`config.mk`:
```
export PLATFORM = sky130hd
export DESIGN_NAME = axi4_lite_master
export DESIGN_NICKNAME = d
export VERILOG_FILES = /design/src/rtl/axi4_lite_pkg.sv /design/src/rtl/axi4_lite_master.sv
export SDC_FILE = /design/constraint.sdc
export NUM_CORES = 1
export LEC_CHECK = 0
export CAP_MARGIN = 20
export CELL_PAD_IN_SITES_DETAIL_PLACEMENT = 1
export CELL_PAD_IN_SITES_GLOBAL_PLACEMENT = 2
export CORE_MARGIN = 3
export CORE_UTILIZATION = 22
export DETAILED_ROUTE_END_ITERATION = 10
export MAX_ROUTING_LAYER = met4
export PLACE_DENSITY = 0.8
export SYNTH_ARGS = -nofsm -noshare
export SYNTH_HDL_FRONTEND = slang
export SYNTH_SLANG_ARGS = --single-unit
```
`constraint.sdc`:
```
create_clock -name ACLK -period 2.27 [get_ports ACLK]
set_input_delay 0.454 -clock ACLK [delete_from_list [all_inputs] [get_ports ACLK]]
set_output_delay 0.454 -clock ACLK [all_outputs]
set_load 0.03 [all_outputs]
```
`src/rtl/axi4_lite_pkg.sv`:
```
// Shared AXI4-Lite definitions: response codes and the master FSM state type.
// Ports: none (package).
package axi4_lite_pkg;

  localparam logic [1:0] RESP_OKAY   = 2'b00;
  localparam logic [1:0] RESP_EXOKAY = 2'b01;
  localparam logic [1:0] RESP_SLVERR = 2'b10;
  localparam logic [1:0] RESP_DECERR = 2'b11;

  typedef enum logic [2:0] {
    IDLE      = 3'd0,
    WRITE     = 3'd1,
    WRESP     = 3'd2,
    READ_ADDR = 3'd3,
    READ_DATA = 3'd4
  } state_e;

endpackage

```
`src/rtl/axi4_lite_master.sv`:
```
// Single-outstanding AXI4-Lite master. Converts one command into AW/W/B or
// AR/R handshakes, reports the response with a one-cycle done pulse, and
// aborts any transaction that exceeds TIMEOUT cycles.
// Ports:
//   ACLK, ARESET            clock, synchronous active-high reset
//   cmd_*                   command in (valid/ready), cmd_ready is combinational
//   done, rsp_*             completion pulse and held response
//   M_AW*, M_W*, M_B*       AXI4-Lite write channels
//   M_AR*, M_R*             AXI4-Lite read channels
module axi4_lite_master
  import axi4_lite_pkg::*;
#(
  parameter int unsigned ADDRESS    = 32,
  parameter int unsigned DATA_WIDTH = 32,
  parameter int unsigned TIMEOUT    = 256
) (
  input  logic                  ACLK,
  input  logic                  ARESET,
  input  logic                  cmd_valid,
  output logic                  cmd_ready,
  input  logic                  cmd_write,
  input  logic [ADDRESS-1:0]    cmd_addr,
  input  logic [DATA_WIDTH-1:0] cmd_wdata,
  input  logic [3:0]            cmd_wstrb,
  output logic                  done,
  output logic [DATA_WIDTH-1:0] rsp_rdata,
  output logic [1:0]            rsp_resp,
  output logic                  rsp_timeout,
  output logic [ADDRESS-1:0]    M_AWADDR,
  output logic                  M_AWVALID,
  input  logic                  M_AWREADY,
  output logic [DATA_WIDTH-1:0] M_WDATA,
  output logic [3:0]            M_WSTRB,
  output logic                  M_WVALID,
  input  logic                  M_WREADY,
  input  logic [1:0]            M_BRESP,
  input  logic                  M_BVALID,
  output logic                  M_BREADY,
  output logic [ADDRESS-1:0]    M_ARADDR,
  output logic                  M_ARVALID,
  input  logic                  M_ARREADY,
  input  logic [DATA_WIDTH-1:0] M_RDATA,
  input  logic [1:0]            M_RRESP,
  input  logic                  M_RVALID,
  output logic                  M_RREADY
);

  localparam int unsigned CNT_W = $clog2(TIMEOUT);
  localparam logic [CNT_W-1:0] CNT_LAST = CNT_W'(TIMEOUT - 1);

  state_e                state_q,   state_d;
  logic [CNT_W-1:0]      cnt_q,     cnt_d;
  logic                  awvalid_q, awvalid_d;
  logic                  wvalid_q,  wvalid_d;
  logic                  bready_q,  bready_d;
  logic                  arvalid_q, arvalid_d;
  logic                  rready_q,  rready_d;
  logic                  done_q,    done_d;
  logic                  timeout_q, timeout_d;
  logic [DATA_WIDTH-1:0] rdata_q,   rdata_d;
  logic [1:0]            resp_q,    resp_d;
  logic [ADDRESS-1:0]    awaddr_q,  awaddr_d;
  logic [DATA_WIDTH-1:0] wdata_q,   wdata_d;
  logic [3:0]            wstrb_q,   wstrb_d;
  logic [ADDRESS-1:0]    araddr_q,  araddr_d;

  logic aw_hs;
  logic w_hs;
  logic aw_clear;
  logic w_clear;

  assign aw_hs = awvalid_q & M_AWREADY;
  assign w_hs  = wvalid_q & M_WREADY;
  // A write channel is finished once its VALID has dropped or is handshaking now.
  assign aw_clear = aw_hs | ~awvalid_q;
  assign w_clear  = w_hs | ~wvalid_q;

  // Next-state and registered-output logic.
  always_comb begin
    state_d   = state_q;
    cnt_d     = cnt_q;
    awvalid_d = awvalid_q;
    wvalid_d  = wvalid_q;
    bready_d  = bready_q;
    arvalid_d = arvalid_q;
    rready_d  = rready_q;
    done_d    = 1'b0;
    timeout_d = timeout_q;
    rdata_d   = rdata_q;
    resp_d    = resp_q;
    awaddr_d  = awaddr_q;
    wdata_d   = wdata_q;
    wstrb_d   = wstrb_q;
    araddr_d  = araddr_q;

    // Watchdog saturates at its last value so a late handshake cannot wrap it.
    if (state_q != IDLE && cnt_q != CNT_LAST) begin
      cnt_d = cnt_q + CNT_W'(1);
    end

    case (state_q)
      IDLE: begin
        if (cmd_valid) begin
          cnt_d = '0;
          if (cmd_write) begin
            awaddr_d  = cmd_addr;
            wdata_d   = cmd_wdata;
            wstrb_d   = cmd_wstrb;
            awvalid_d = 1'b1;
            wvalid_d  = 1'b1;
            state_d   = WRITE;
          end else begin
            araddr_d  = cmd_addr;
            arvalid_d = 1'b1;
            state_d   = READ_ADDR;
          end
        end
      end
      WRITE: begin
        if (aw_hs) awvalid_d = 1'b0;
        if (w_hs)  wvalid_d  = 1'b0;
        if (aw_clear && w_clear) begin
          bready_d = 1'b1;
          state_d  = WRESP;
        end
      end
      WRESP: begin
        if (M_BVALID) begin
          resp_d    = M_BRESP;
          timeout_d = 1'b0;
          done_d    = 1'b1;
          bready_d  = 1'b0;
          state_d   = IDLE;
        end
      end
      READ_ADDR: begin
        if (M_ARREADY) begin
          arvalid_d = 1'b0;
          rready_d  = 1'b1;
          state_d   = READ_DATA;
        end
      end
      READ_DATA: begin
        if (M_RVALID) begin
          rdata_d   = M_RDATA;
          resp_d    = M_RRESP;
          timeout_d = 1'b0;
          rready_d  = 1'b0;
          done_d    = 1'b1;
          state_d   = IDLE;
        end
      end
      default: state_d = IDLE;
    endcase

    // Abort only when no state-advancing handshake happens this cycle.
    if (state_q != IDLE && state_d == state_q && cnt_q == CNT_LAST) begin
      awvalid_d = 1'b0;
      wvalid_d  = 1'b0;
      bready_d  = 1'b0;
      arvalid_d = 1'b0;
      rready_d  = 1'b0;
      done_d    = 1'b1;
      timeout_d = 1'b1;
      resp_d    = RESP_SLVERR;
      state_d   = IDLE;
    end
  end

  // State and output registers.
  always_ff @(posedge ACLK) begin
    if (ARESET) begin
      state_q   <= IDLE;
      cnt_q     <= '0;
      awvalid_q <= 1'b0;
      wvalid_q  <= 1'b0;
      bready_q  <= 1'b0;
      arvalid_q <= 1'b0;
      rready_q  <= 1'b0;
      done_q    <= 1'b0;
      timeout_q <= 1'b0;
      rdata_q   <= '0;
      resp_q    <= RESP_OKAY;
      awaddr_q  <= '0;
      wdata_q   <= '0;
      wstrb_q   <= '0;
      araddr_q  <= '0;
    end else begin
      state_q   <= state_d;
      cnt_q     <= cnt_d;
      awvalid_q <= awvalid_d;
      wvalid_q  <= wvalid_d;
      bready_q  <= bready_d;
      arvalid_q <= arvalid_d;
      rready_q  <= rready_d;
      done_q    <= done_d;
      timeout_q <= timeout_d;
      rdata_q   <= rdata_d;
      resp_q    <= resp_d;
      awaddr_q  <= awaddr_d;
      wdata_q   <= wdata_d;
      wstrb_q   <= wstrb_d;
      araddr_q  <= araddr_d;
    end
  end

  assign cmd_ready   = (state_q == IDLE);
  assign done        = done_q;
  assign rsp_rdata   = rdata_q;
  assign rsp_resp    = resp_q;
  assign rsp_timeout = timeout_q;
  assign M_AWADDR    = awaddr_q;
  assign M_AWVALID   = awvalid_q;
  assign M_WDATA     = wdata_q;
  assign M_WSTRB     = wstrb_q;
  assign M_WVALID    = wvalid_q;
  assign M_BREADY    = bready_q;
  assign M_ARADDR    = araddr_q;
  assign M_ARVALID   = arvalid_q;
  assign M_RREADY    = rready_q;

endmodule
```
==> results.env, run 1 <==
FINAL_MIN_PERIOD_OVER_CLOCK_PERIOD=0.9240
NUM_IO_PINS=255
LAYOUT.FILLER_CELLS=2909
CRIT_END='cmd_ready'
DIE_H_UM=166.0
HOLD_PATH_CLASS='flip-flop to flip-flop'
ROWS=57
FIN_HOLD_WS_PS=451.2
POST_CTS_RESIZE_COUNT=0
CRIT_FANOUT=9
ANTENNA_VIOLATING_NETS_POST_ROUTE=0
WORST_SETUP_HOLD_PATH_CLK_SLEW_PS=60
GP_CONGESTION=0.7258
MAX-VDD-IR-DROP_uV=358.0
DRV_SLEW=0
CELLLEAKAGEPOWER_nW=3.145
AREA_GROWTH_PCT=62.49
CRITICALPATHCATEGORY='flip-flop to output pin'
WL_MM=20.57
MIN_PERIOD_PS=2097
CORE_AREA_SQ_UM=24750
SYNTH_AREA_PER_INST_SQ_UM=8.021
NETLIST_AREA_SQ_UM=5630
WORST-SLEW-PIN-TRANSITION_PS=471.4
MOST_COMMON_CELL_AFTER_LAYOUT_FILL_AND_TAPS_ASIDE='sky130_fd_sc_hd__nand2_1'
MAX_CAP_VIOLATIONS=0
FINAL_CELL_COUNT_NO_FILL=1284
NETLIST_INSTANCES=702
DRT-PASS1-ITER-COUNT=4
DETAILED_PLACE.AREA_SQ_UM=8583
LARGEST_NET_DEGREE_AT_THE_START_OF_GLOBAL_ROUTING=62
WORSTPATHARRIVAL_PS=1640
PRE_CTS_SLACK_PS=27.96
CRITICAL_PATH.REG2REG.STARTPOINT='state_q[2]'
SYNTH-EDFF-COUNT=0
YS_SEQ_ELEMENTS=152
PLACE_HPWL_MM=14.56
TIMING.CLOCK.SKEW_PS=9.900
FMAXACHIEVABLE_MHz=476.8
REGTOREGENDPOINT='M_WVALID'
CRITPATHREQUIREDTIME_PS=1820
HOLD_VIOL_FINAL=0
POSTLAYOUTSETUPSLACKWORST_PS=172.6
SYNTH_NETS=816
SETUP-VIOLATIONS-FINAL=0
RUN_STATUS='finished clean'
SYNTH_FF_TYPE='sky130_fd_sc_hd__dfxtp_1'
MOST-COMMON-LAYOUT-CELLS='sky130_fd_sc_hd__nand2_1, sky130_fd_sc_hd__clkdlybuf4s50_1, sky130_fd_sc_hd__dfxtp_1'
GRT_PASS1_VIAS=5713
FLOORPLAN.DIE.WIDTH_UM=166.0
DP_CELLS=1252
POWER.DENSITY_nW_PER_UM2=767.0
RSZ0062_AT_GRT='false'
HOLD_PATH.STARTPOINT='rsp_rdata[19]'
WORST_SKEW_PAIR.LATE_LATENCY_PS=430
CTS_ROOT_BUFFER='sky130_fd_sc_hd__clkbuf_16'
FINALSETUPTNS_PS=0
NETS=1061
CTS_MAX_LEVEL=4
PLACE.PORT_BUFFERS=254
INITIAL_ANTENNA_VIOLATION_COUNT=0
NUMCTSBUFFERS=17
SYNTH-SEQ-AREA-SHARE=0.5404
INITIAL_CORE_UTIL=0.2275
GR-TOTAL-OVERFLOW=0
WHS_PATH_DEPTH=2
CRIT_PATH_START_KIND='flip-flop'
DIE-AREA_SQ_UM=27550
VIAS_PER_CELL=4.410
POST_LAYOUT_POWER_mW=7.017
ROUTED-VIA-COUNT=5663
NUMBER_OF_DISTINCT_LIBRARY_CELLS_AFTER_SYNTHESIS=45
SYNTH_ASYNC_SR_FLOP_SHARE=0
RATIO_OF_CELLS_WITH_DRIVE_ABOVE_1_IN_THE_FINAL_LAYOUT=0.07083
DR.FIRST_ITER.DRC_COUNT=325
POST-ROUTE-DRC-COUNT=0
AVGROUTEDWIREPERCELL_UM=16.02
TRITONCTS='yes'
YOSYS_WARNING_COUNT=0
ANTENNA_DIODE_COUNT=0
R2R_SETUP_SLACK_PS=360
GLOBAL_ROUTE_WIRE_LENGTH_BEFORE_REPAIR_MM=32.75
LAYOUT.CORE_UTILIZATION=0.3697
POSTCTSHOLDBUFS=0
FINAL_CELL_AREA_SQ_UM=9149
POSTCTSSETUPREPAIRBUFS=0
WORST_CASE_REG_TO_REG_PATH_DEPTH=6
CLOCK_PATH_BUFFERS=2
CTS.SINKS=152
CRIT_PATH_END_KIND='output pin'
TIMING.SLEW.HEADROOM=0.6857
CRIT_START='state_q[2]'
GRT_USE_TOTAL=0.1531
-- per-layer routing --
layer	wire, um	part of all wire	GRT usage
met1	9288	0.45	0.1887
met2	9028	0.44	0.2307
met3	1976	0.096	0.06689
met4	275	0.013	0.03906
met5	0	0	-
-- critical path, stage by stage (launching register included) --
cell                      delay (ps)
sky130_fd_sc_hd__dfxtp_1         390
sky130_fd_sc_hd__or3_1           500
sky130_fd_sc_hd__inv_4           190
sky130_fd_sc_hd__buf_12          140
-- sequential cells by signal, summed over array words and instances, names as in the netlist --
register / flops
M_WDATA: 32
state_q: 3
M_AWVALID: 1
M_WSTRB: 4
M_ARADDR: 32
rsp_resp: 2
M_RREADY: 1
M_ARVALID: 1
M_AWADDR: 32
done: 1
rsp_rdata: 32
rsp_timeout: 1
M_BREADY: 1
cnt_q: 8
M_WVALID: 1
-- how the worst min path moves through the flow --
stage,endpoint
floorplan,cnt_q[1]
global placement,M_WDATA[0]
detailed placement,M_ARADDR[6]
CTS,rsp_rdata[19]
global route,rsp_rdata[19]
finish,rsp_rdata[19]
-- logic make-up (layout without fill, tap and decap cells) --
family	Yosys count	after routing	share of synthesized area
and+or+nand+nor	324	324	0.2373
AOI/OAI and AO/OA	166	166	0.1618
DFF	152	152	0.5404
buffers and inverters	53	311	0.04778
muxes	4	4	0.007333
xor gates and xnor gates	2	2	0.003112
adders and majority gates	1	1	0.002222
-- area by class of cell --
class / instances / area, sq um / share of cell area
clock inverter: 14 / 136.4 / 0.01491
timing repair buffer: 277 / 2785 / 0.3044
sequential: 152 / 3043 / 0.3326
clock buffer: 18 / 429.2 / 0.04691
tap: 324 / 405.4 / 0.04431
multi-input combinational: 497 / 2340 / 0.2557
inverter: 2 / 10.01 / 0.001094
-- power breakdown --
part / switching [mW] / leakage (nW) / internal [mW]
combinational: 0.760 / 1.64 / 0.588
sequential: 0.0731 / 1.23 / 2.81
clock: 1.25 / 0.274 / 1.54
-- synth_stat cells, drive strengths merged, types with 2 or more instances --
| library cell | number | area share |
|---|---|---|
| a21oi | 138 | 0.12 |
| xor2 | 2 | 0.0031 |
| nor3 | 6 | 0.0053 |
| nand2b | 3 | 0.0033 |
| o21ai | 4 | 0.0036 |
| nor2 | 14 | 0.0093 |
| nand2 | 271 | 0.18 |
| and3 | 2 | 0.0022 |
| nor2b | 3 | 0.0033 |
| nand3 | 7 | 0.0062 |
| buf | 19 | 0.025 |
| o31ai | 2 | 0.0027 |
| dfxtp | 152 | 0.54 |
| inv | 2 | 0.0018 |
| a31oi | 4 | 0.0044 |
| o211ai | 2 | 0.0027 |
| a21o | 3 | 0.0040 |
| clkbuf | 32 | 0.021 |
| nand4 | 2 | 0.0022 |
| and3b | 2 | 0.0031 |
| a211oi | 6 | 0.0098 |
| nor3b | 4 | 0.0073 |
| nor4bb | 3 | 0.0053 |
| mux2i | 3 | 0.0053 |
| a221oi | 2 | 0.0031 |
No activity file was read; power rests on OpenSTA's default activity.
==> run 2: changes to the inputs <==
==> constraint.sdc (replaced) <==
create_clock -name ACLK -period 2.27 [get_ports ACLK]
set_input_delay 0.3405 -clock ACLK [delete_from_list [all_inputs] [get_ports ACLK]]
set_output_delay 0.3405 -clock ACLK [all_outputs]
set_load 0.03 [all_outputs]
==> run 2 against run 1 <==
Setup slack better by 72 ps. Non-clock buffer count decreased by 2. Die area unchanged. Via count down 1.0%. Largest power group is now the clock network. Fmax increased by 3.6%.
==> results.env, run 2 (synthesis results as in run 1) <==
VIAS_PER_CELL=4.372  # was 4.410
TRITONCTS='yes'  # unchanged
MOST_COMMON_CELL_AFTER_LAYOUT_FILL_AND_TAPS_ASIDE='sky130_fd_sc_hd__nand2_1'  # unchanged
INITIAL_ANTENNA_VIOLATION_COUNT=0  # unchanged
GRT_USE_TOTAL=0.1546  # was 0.1531
DRV_SLEW=0  # unchanged
PLACE_HPWL_MM=14.45  # was 14.56 mm
MOST-COMMON-LAYOUT-CELLS='sky130_fd_sc_hd__nand2_1, sky130_fd_sc_hd__clkdlybuf4s50_1, sky130_fd_sc_hd__dfxtp_1'  # unchanged
ANTENNA_VIOLATING_NETS_POST_ROUTE=0  # unchanged
RATIO_OF_CELLS_WITH_DRIVE_ABOVE_1_IN_THE_FINAL_LAYOUT=0.06785  # was 0.07083
NETS=1059  # was 1061
WORST_SETUP_HOLD_PATH_CLK_SLEW_PS=60  # about the same
MET3WIRELENGTH_MM=1.855  # was 1.976 mm
HOLD_PATH_CLASS='flip-flop to flip-flop'  # unchanged
WL_MM=20.70  # was 20.57 mm
MAX-VDD-IR-DROP_uV=470.9  # was 358.0 uV
FINAL_MIN_PERIOD_OVER_CLOCK_PERIOD=0.8922  # was 0.9240
AVGROUTEDWIREPERCELL_UM=16.15  # was 16.02 um
RUN_STATUS='finished clean'  # unchanged
ROUTED-VIA-COUNT=5605  # was 5663
ANTENNA_DIODE_COUNT=0  # unchanged
TIMING.SLEW.HEADROOM=0.5171  # was 0.6857
POWER.DENSITY_nW_PER_UM2=787.2  # was 767.0 nW/um^2
WHS_PATH_DEPTH=2  # unchanged
WORSTPATHARRIVAL_PS=2300  # was 1640 ps
NUMCTSBUFFERS=17  # unchanged
MAX_CAP_VIOLATIONS=0  # unchanged
PLACE.PORT_BUFFERS=254  # unchanged
CRIT_PATH_START_KIND='flip-flop'  # unchanged
CRITICALPATHCATEGORY='flip-flop to flip-flop'  # was flip-flop to output pin
DR.FIRST_ITER.DRC_COUNT=209  # was 325
CELLLEAKAGEPOWER_nW=3.142  # was 3.145 nW
CORE_AREA_SQ_UM=24750  # unchanged
LARGEST_NET_DEGREE_AT_THE_START_OF_GLOBAL_ROUTING=62  # unchanged
DRT-MET1-WL_MM=9.406  # was 9.288 mm
POSTCTSHOLDBUFS=0  # unchanged
FMAXACHIEVABLE_MHz=493.7  # was 476.8 MHz
CLOCK_PATH_BUFFERS=2  # unchanged
AREA_GROWTH_PCT=62.80  # was 62.49%
TIMING.CLOCK.SKEW_PS=11.07  # was 9.900 ps
RSZ0062_AT_GRT='false'  # unchanged
CTS.SINKS=152  # unchanged
WORST-SLEW-PIN-TRANSITION_PS=724.3  # was 471.4 ps
DIE_H_UM=166.0  # unchanged
WORST_SKEW_PAIR.LATE_LATENCY_PS=420  # was 430 ps
ROUTED.TOP_LAYER='met4'  # unchanged
INITIAL_CORE_UTIL=0.2275  # unchanged
DRT-PASS1-ITER-COUNT=4  # unchanged
POST_LAYOUT_POWER_mW=7.216  # was 7.017 mW
CRITPATHREQUIREDTIME_PS=2540  # was 1820 ps
CTS_ROOT_BUFFER='sky130_fd_sc_hd__clkbuf_16'  # unchanged
FINALSETUPTNS_PS=0  # unchanged
GRT_PASS1_VIAS=5821  # was 5713
GLOBAL_ROUTE_WIRE_LENGTH_BEFORE_REPAIR_MM=33.06  # was 32.75 mm
CRIT_PATH_END_KIND='flip-flop'  # was output pin
POSTCTSSETUPREPAIRBUFS=0  # unchanged
DIE-AREA_SQ_UM=27550  # unchanged
CTS_MAX_LEVEL=4  # unchanged
WL_MET2_MM=9.238  # was 9.028 mm
GR-TOTAL-OVERFLOW=0  # unchanged
WORST_CASE_REG_TO_REG_PATH_DEPTH=4  # was 6
FLOORPLAN.DIE.WIDTH_UM=166.0  # unchanged
GP_CONGESTION=0.7269  # was 0.7258
SETUP-VIOLATIONS-FINAL=0  # unchanged
POST_CTS_RESIZE_COUNT=0  # unchanged
NUM_IO_PINS=255  # unchanged
MIN_PERIOD_PS=2025  # was 2097 ps
HOLD_VIOL_FINAL=0  # unchanged
POST-ROUTE-DRC-COUNT=0  # unchanged
ROWS=57  # unchanged
CRIT_FANOUT=15  # was 9
==> run 2: metal layers <==
layer,vias to the layer above,track usage
li1,2804,-
met3,17,0.06022
met1,2592,0.1930
met4,0,0.03834
met2,192,0.2359
met5,-,-
==> run 2: worst max-delay path, stage by stage (launching register included) <==
cell	delay, ps
sky130_fd_sc_hd__dfxtp_1	460
sky130_fd_sc_hd__or4b_2	720
sky130_fd_sc_hd__o31ai_1	120
sky130_fd_sc_hd__and2_1	420
sky130_fd_sc_hd__a221oi_1	160
==> run 2: path summary, 6_finish.rpt <==
path | slack [ps] | from | end
hold reg to reg | 450 | rsp_rdata[2] | rsp_rdata[2]
hold / removal | 450 | rsp_rdata[2] | rsp_rdata[2]
setup reg to reg | 240 | state_q[0] | M_RREADY
setup / recovery | 240 | state_q[0] | M_RREADY
==> run 2: stage by stage <==
stage	hold slack, ps	instances	instance area, sq um	util	setup slack [ps]
2_1_floorplan	476.5	702	5630	-	503.3
3_3_place_gp	440.7	1250	8556	0.3457	48.51
3_5_place_dp	447.5	1250	8556	0.3457	19.35
4_1_cts	431.7	1282	9166	0.3704	264.8
5_1_grt	444.4	1282	9166	0.3704	138.6
6_report	452.6	1282	9166	0.3704	244.6
==> run 2: power by group <==
group / internal (mW) / total [mW] / switching, mW
clock: 1.78 / 3.00 / 1.22
sequential: 2.81 / 2.89 / 0.0869
combinational: 0.584 / 1.33 / 0.743
==> run 2: cell type report <==
cell class | count | area (sq um)
fill | 2881 | 15580
sequential | 152 | 3043
timing repair buffer | 275 | 2758
multi-input combinational | 497 | 2340
clock buffer | 20 | 446.7
tap | 324 | 405.4
clock inverter | 12 | 163.9
inverter | 2 | 10.01
==> run 3: changes to the inputs <==
- CAP_MARGIN: 20 -> not set
- PLACE_DENSITY: 0.8 -> not set
- PLACE_DENSITY_LB_ADDON: not set -> 0.08
==> run 3 against run 2 <==
Utilization decreased by 0.25 points. Critical path depth shrank 1. Largest cell class unchanged. Die area is the same. Total power is 3.7% lower. Via count up 1.1%. Non-clock buffer count decreased by 4. Register-to-register slack better by 160 ps.
==> results.env, run 3 (synthesis results as in run 1) <==
RUN_STATUS='finished clean'  # unchanged
CTS.SINKS=152  # unchanged
AVGROUTEDWIREPERCELL_UM=16.47  # was 16.15 um
FIN_HOLD_WS_PS=452.9  # was 452.6 ps
POWER.NET_SWITCHING_mW=2.020  # was 2.046 mW
FLOORPLAN.DIE.WIDTH_UM=166.0  # unchanged
PLACE.PORT_BUFFERS=254  # unchanged
CRIT_PATH_END_KIND='output pin'  # was flip-flop
MOST-COMMON-LAYOUT-CELLS='sky130_fd_sc_hd__nand2_1, sky130_fd_sc_hd__clkdlybuf4s50_1, sky130_fd_sc_hd__dfxtp_1'  # unchanged
WORSTPATHARRIVAL_PS=1730  # was 2300 ps
REGTOREGENDPOINT='state_q[1]'  # was M_RREADY
MOST_COMMON_CELL_AFTER_LAYOUT_FILL_AND_TAPS_ASIDE='sky130_fd_sc_hd__nand2_1'  # unchanged
INITIAL_ANTENNA_VIOLATION_COUNT=0  # unchanged
ROUTED-VIA-COUNT=5664  # was 5605
POSTCTSSETUPREPAIRBUFS=0  # unchanged
CORE_AREA_SQ_UM=24750  # unchanged
FOOTPRINT_OF_THE_MULTI_INPUT_GATES_SQ_UM=2340  # unchanged
RSZ0062_AT_GRT='false'  # unchanged
ROWS=57  # unchanged
WORST_SETUP_HOLD_PATH_CLK_SLEW_PS=70  # was 60 ps
R2R_SETUP_SLACK_PS=400  # was 240 ps
CLOCK_POWER_SHARE=0.393  # was 0.415
GRT_PASS1_VIAS=6071  # was 5821
WORST_CASE_REG_TO_REG_PATH_DEPTH=5  # was 4
LAYOUT.AREA.SEQ_SQ_UM=3043  # unchanged
WL_MM=21.06  # was 20.70 mm
LARGEST_NET_DEGREE_AT_THE_START_OF_GLOBAL_ROUTING=73  # was 62
TIMING.SLEW.HEADROOM=0.4557  # was 0.5171
DRT-PASS1-ITER-COUNT=4  # unchanged
GP_CONGESTION=0.7611  # was 0.7269
RATIO_OF_CELLS_WITH_DRIVE_ABOVE_1_IN_THE_FINAL_LAYOUT=0.06289  # was 0.06785
CLOCK_PATH_BUFFERS=2  # unchanged
DIE-AREA_SQ_UM=27550  # unchanged
FINAL_CELL_COUNT_NO_FILL=1278  # was 1282
POWER.SEQUENTIAL.FRACTION=0.416  # was 0.401
HOLD_PATH_CLASS='flip-flop to flip-flop'  # unchanged
AREA_GROWTH_PCT=61.69  # was 62.80%
CRITICALPATHCATEGORY='flip-flop to output pin'  # was flip-flop to flip-flop
NETS=1055  # was 1059
SETUP-VIOLATIONS-FINAL=0  # unchanged
CRITICAL_PATH.REG2REG.STARTPOINT='state_q[2]'  # was state_q[0]
INITIAL_CORE_UTIL=0.2275  # unchanged
DP_CELLS=1246  # was 1250
TIMING.CLOCK.SKEW_PS=9.360  # was 11.07 ps
CRIT_FANOUT=9  # was 15
LAYOUT.FILLER_CELLS=2899  # was 2881
DRV_SLEW=0  # unchanged
CRIT_END='cmd_ready'  # was M_RREADY
VIAS_PER_CELL=4.432  # was 4.372
FINAL_MIN_PERIOD_OVER_CLOCK_PERIOD=0.9142  # was 0.8922
ANTENNA_DIODE_COUNT=0  # unchanged
TRITONCTS='yes'  # unchanged
GR-TOTAL-OVERFLOW=0  # unchanged
MIN_PERIOD_PS=2075  # was 2025 ps
DR.FIRST_ITER.DRC_COUNT=197  # was 209
HOLD_PATH.STARTPOINT='rsp_rdata[12]'  # was rsp_rdata[2]
FMAXACHIEVABLE_MHz=481.9  # was 493.7 MHz
WORST-SLEW-PIN-TRANSITION_PS=816.4  # was 724.3 ps
WORST_SKEW_PAIR.LATE_LATENCY_PS=420  # about the same
FRACTION_OF_POWER_SPENT_SWITCHING_NETS=0.2907  # was 0.2835
PLACE_HPWL_MM=14.99  # was 14.45 mm
GRT_USE_TOTAL=0.1567  # was 0.1546
CRIT_START='state_q[0]'  # unchanged
NUMCTSBUFFERS=17  # unchanged
CRITPATHREQUIREDTIME_PS=1930  # was 2540 ps
MAX-VDD-IR-DROP_uV=348.0  # was 470.9 uV
ANTENNA_VIOLATING_NETS_POST_ROUTE=0  # unchanged
POWER.COMBINATIONAL.FRACTION=0.191  # was 0.184
POST_CTS_RESIZE_COUNT=1  # was 0
CELLLEAKAGEPOWER_nW=3.108  # was 3.142 nW
NUM_IO_PINS=255  # unchanged
GLOBAL_ROUTE_WIRE_LENGTH_BEFORE_REPAIR_MM=33.87  # was 33.06 mm
MAX_CAP_VIOLATIONS=0  # unchanged
DIE_H_UM=166.0  # unchanged
CTS_MAX_LEVEL=4  # unchanged
POWER_REPORT.INTERNAL_TOTAL_mW=4.929  # was 5.170 mW
POST-ROUTE-DRC-COUNT=0  # unchanged
CRIT_PATH_START_KIND='flip-flop'  # unchanged
HOLD_VIOL_FINAL=0  # unchanged
CTS_ROOT_BUFFER='sky130_fd_sc_hd__clkbuf_16'  # unchanged
POSTCTSHOLDBUFS=0  # unchanged
POWER.DENSITY_nW_PER_UM2=763.3  # was 787.2 nW/um^2
==> run 3: changes by cell type in the layout (fill, tap and decap cells not counted), sizes merged <==
cell,previous run,this run
dlygate4sd2,0,1
clkinv,0,3
buf,23,18
bufinv,3,1
inv,7,6
==> run 3: power groups by stage <==
stage | Sequential [mW] | Clock, mW | Combinational, mW
global route | 2.91 | 2.99 | 1.43
floorplan | 3.18 | 0 | 0.461
CTS | 2.89 | 2.87 | 1.35
finish | 2.89 | 2.73 | 1.33
detailed placement | 2.95 | 0 | 1.35
global placement | 2.94 | 0 | 1.33
==> run 3: final cells by class <==
class / count / share of cell area
clock buffer: 20 / 0.04907
clock inverter: 12 / 0.01292
inverter: 2 / 0.001100
multi-input combinational: 497 / 0.2570
sequential: 152 / 0.3342
tap: 324 / 0.04453
timing repair buffer: 271 / 0.3011
==> run 3: worst max-delay path, stage by stage, from the launching register on <==
cell and delay (ps):
sky130_fd_sc_hd__dfxtp_1 350, sky130_fd_sc_hd__or3_1 420, sky130_fd_sc_hd__inv_4 140, sky130_fd_sc_hd__dlygate4sd2_1 420
==> run 3: metrics by stage <==
step	power (mW)	instance area (sq um)	setup slack, ps	TNS (ps)	utilization
5_1_grt	7.328	9104	115.5	0	0.3679
6_report	6.949	9104	194.8	0	0.3679
3_5_place_dp	4.301	8541	-7.762	-7.762	0.3451
4_1_cts	7.113	9104	156.3	0	0.3679
2_1_floorplan	3.643	5630	503.3	0	-
3_3_place_gp	4.271	8541	86.11	0	0.3451
==> run 3: worst min-delay path by stage <==
stage | end | cells after the start
floorplan | M_AWADDR[0] | 2
global placement | M_AWADDR[9] | 2
detailed placement | M_WDATA[22] | 2
CTS | rsp_rdata[16] | 3
global route | rsp_rdata[17] | 3
finish | rsp_rdata[12] | 2
==> run 3: layer usage <==
metal,track usage,vias up,part of all wire
li1,-,2800,-
met1,0.1901,2657,0.44
met2,0.2412,188,0.45
met3,0.06308,19,0.094
met4,0.04521,0,0.013
met5,-,-,0
==> patch, RTL diff (config.mk and constraints of run 1) <==
Change the parameter `DATA_WIDTH` from 32 to 24.
--- a/src/rtl/axi4_lite_master.sv
+++ b/src/rtl/axi4_lite_master.sv
@@ -11,7 +11,7 @@
   import axi4_lite_pkg::*;
 #(
   parameter int unsigned ADDRESS    = 32,
-  parameter int unsigned DATA_WIDTH = 32,
+  parameter int unsigned DATA_WIDTH = 24,
   parameter int unsigned TIMEOUT    = 256
 ) (
   input  logic                  ACLK,
Interface: changed (resized M_RDATA, M_WDATA, cmd_wdata and rsp_rdata); port bits go from 255 to 223. No check against the original RTL was run, so the function may have changed too.
==> patch against run 1 <==
- sequential cell count is 16 lower
- total power shrank 5.7%
- routed wire length is 13% lower
- final cell count down 11%
- area after synthesis shrank 9.3%
- design area down 9.5%
- sequential power is 11% lower
- largest power group is now clock
- maximum frequency is 1.8% lower
- worst setup slack worse by 38 ps
- combinational power fell by 14%
- critical path depth is the same
==> patch: results (changes against run 1) <==
[synthesis]
netlist_top_cells_count = nand2_1, dfxtp_1, a21oi_1  ; unchanged
syn_nets = 732  ; was 816
syn_area_per_cell_um2 = 8.05  ; was 8.02 µm²
ys_seq_area_share_pct = 53.3  ; was 54.0%
synthTopCellsByArea = dfxtp_1, nand2_1, a21oi_1, clkbuf_1, buf_6  ; was dfxtp_1, nand2_1, a21oi_1, clkbuf_1, nor2_1

[place]
post_dp_cell_area_um2 = 7670  ; was 8580 µm²
dpl.hpwl_mm = 12.3  ; was 14.6 mm
place_ws_ps = 167  ; was 28.0 ps
gp_congestion = 0.784  ; was 0.726
port_buffers = 222  ; was 254

[hold_path]
worstHoldStart = M_WDATA[19]  ; was rsp_rdata[19]
min_to = M_WDATA[19]  ; was rsp_rdata[19]

[critical_path]
cp_top_family = buffers and inverters  ; was simple AND/OR/NAND/NOR gates
cp_slowest_stage_delay_ps = 420  ; was 500 ps
cp_max_fo = 7  ; was 9
slowest_stage = or3_4  ; was or3_1
worstReg2RegEnd = M_AWADDR[12]  ; was M_WVALID
r2r_start = state_q[1]  ; was state_q[2]
rrSetupSlack_ps = 500  ; was 360 ps

[routing]
first_iter_violations = 163  ; was 325
vias_per_cell = 4.42  ; was 4.41
wl_per_cell_um = 15.7  ; was 16.0 µm

[cells_and_area]
finalNetCount = 948  ; was 1,061
instances_no_fill = 1148  ; was 1,284
drive_gt1_share_pct = 6.84  ; was 7.08%
fillers = 2640  ; was 2,909
diodes = 0  ; unchanged

[timing]
skew_ps = 11.7  ; was 9.90 ps
worst_pin_slew_ps = 524  ; was 471 ps
fin_ws_ps = 135  ; was 173 ps
holdWs_ps = 452  ; was 451 ps

[cts]
cts_resized = 1  ; was 0
holdBufCountCts = 0  ; unchanged

[power]
ir_drop_uv = 400  ; was 358 µV
p_leak_uw = 0.00285  ; was 0.00315 µW

[global_route]
grt_pass1_wl_mm = 27.9  ; was 32.7 mm
grt_pass1_vias = 5277  ; was 5,713
grt_max_degree = 64  ; was 62

[run_status]
status = finished clean  ; unchanged

patch: per-layer routing:
layer,wire (µm),vias up,GRT usage [%]
li1,-,2541,-
met1,8040,2372,17.4
met2,8410,139,23.4
met3,1190,23,4.89
met4,350,0,4.96
met5,0,-,-
patch: how the worst max path moves through the flow:
stage / startpoint / end / depth (start not counted)
finish: state_q[1] / cmd_ready / 3
global route: state_q[1] / cmd_ready / 3
CTS: state_q[1] / cmd_ready / 3
detailed placement: cmd_valid / state_q[0] / 5
global placement: M_RVALID / rsp_resp[0] / 5
floorplan: cmd_valid / state_q[0] / 5
patch: final cells by class:
type	count	area (µm²)	share of cell area [%]
Sequential cell	136	2720	32.9
Clock inverter	13	168	2.03
Inverter	6	23.8	0.287
Multi-Input combinational cell	449	2150	26.0
Tap cell	285	357	4.31
Clock buffer	19	443	5.35
Timing Repair Buffer	240	2420	29.2
patch: report_power, final:
part	internal [µW]	leakage [µW]	switching [µW]
sequential	2510	0.00110	62.4
clock	1770	0.000283	1130
combinational	502	0.00146	655
total	4780	0.00285	1840
patch: worst reg2reg max path, cell delays in order (launching register included):
cell and delay [ps]:
dfxtp_1 310, or3_4 420, clkinv_2 120, and3_2 370, buf_12 260, nand2_1 100
a21oi_1 120
patch: logic make-up after synthesis:
family / count (synthesis) / synth area share (%)
AND/OR/NAND/NOR: 281 / 22.8
XOR/XNOR: 3 / 0.515
buffers and inverters: 49 / 4.98
flip-flops: 136 / 53.3
adder cells (fa/ha/maj): 1 / 0.245
multiplexers: 4 / 0.809
AO/OA/AOI/OAI: 160 / 17.4
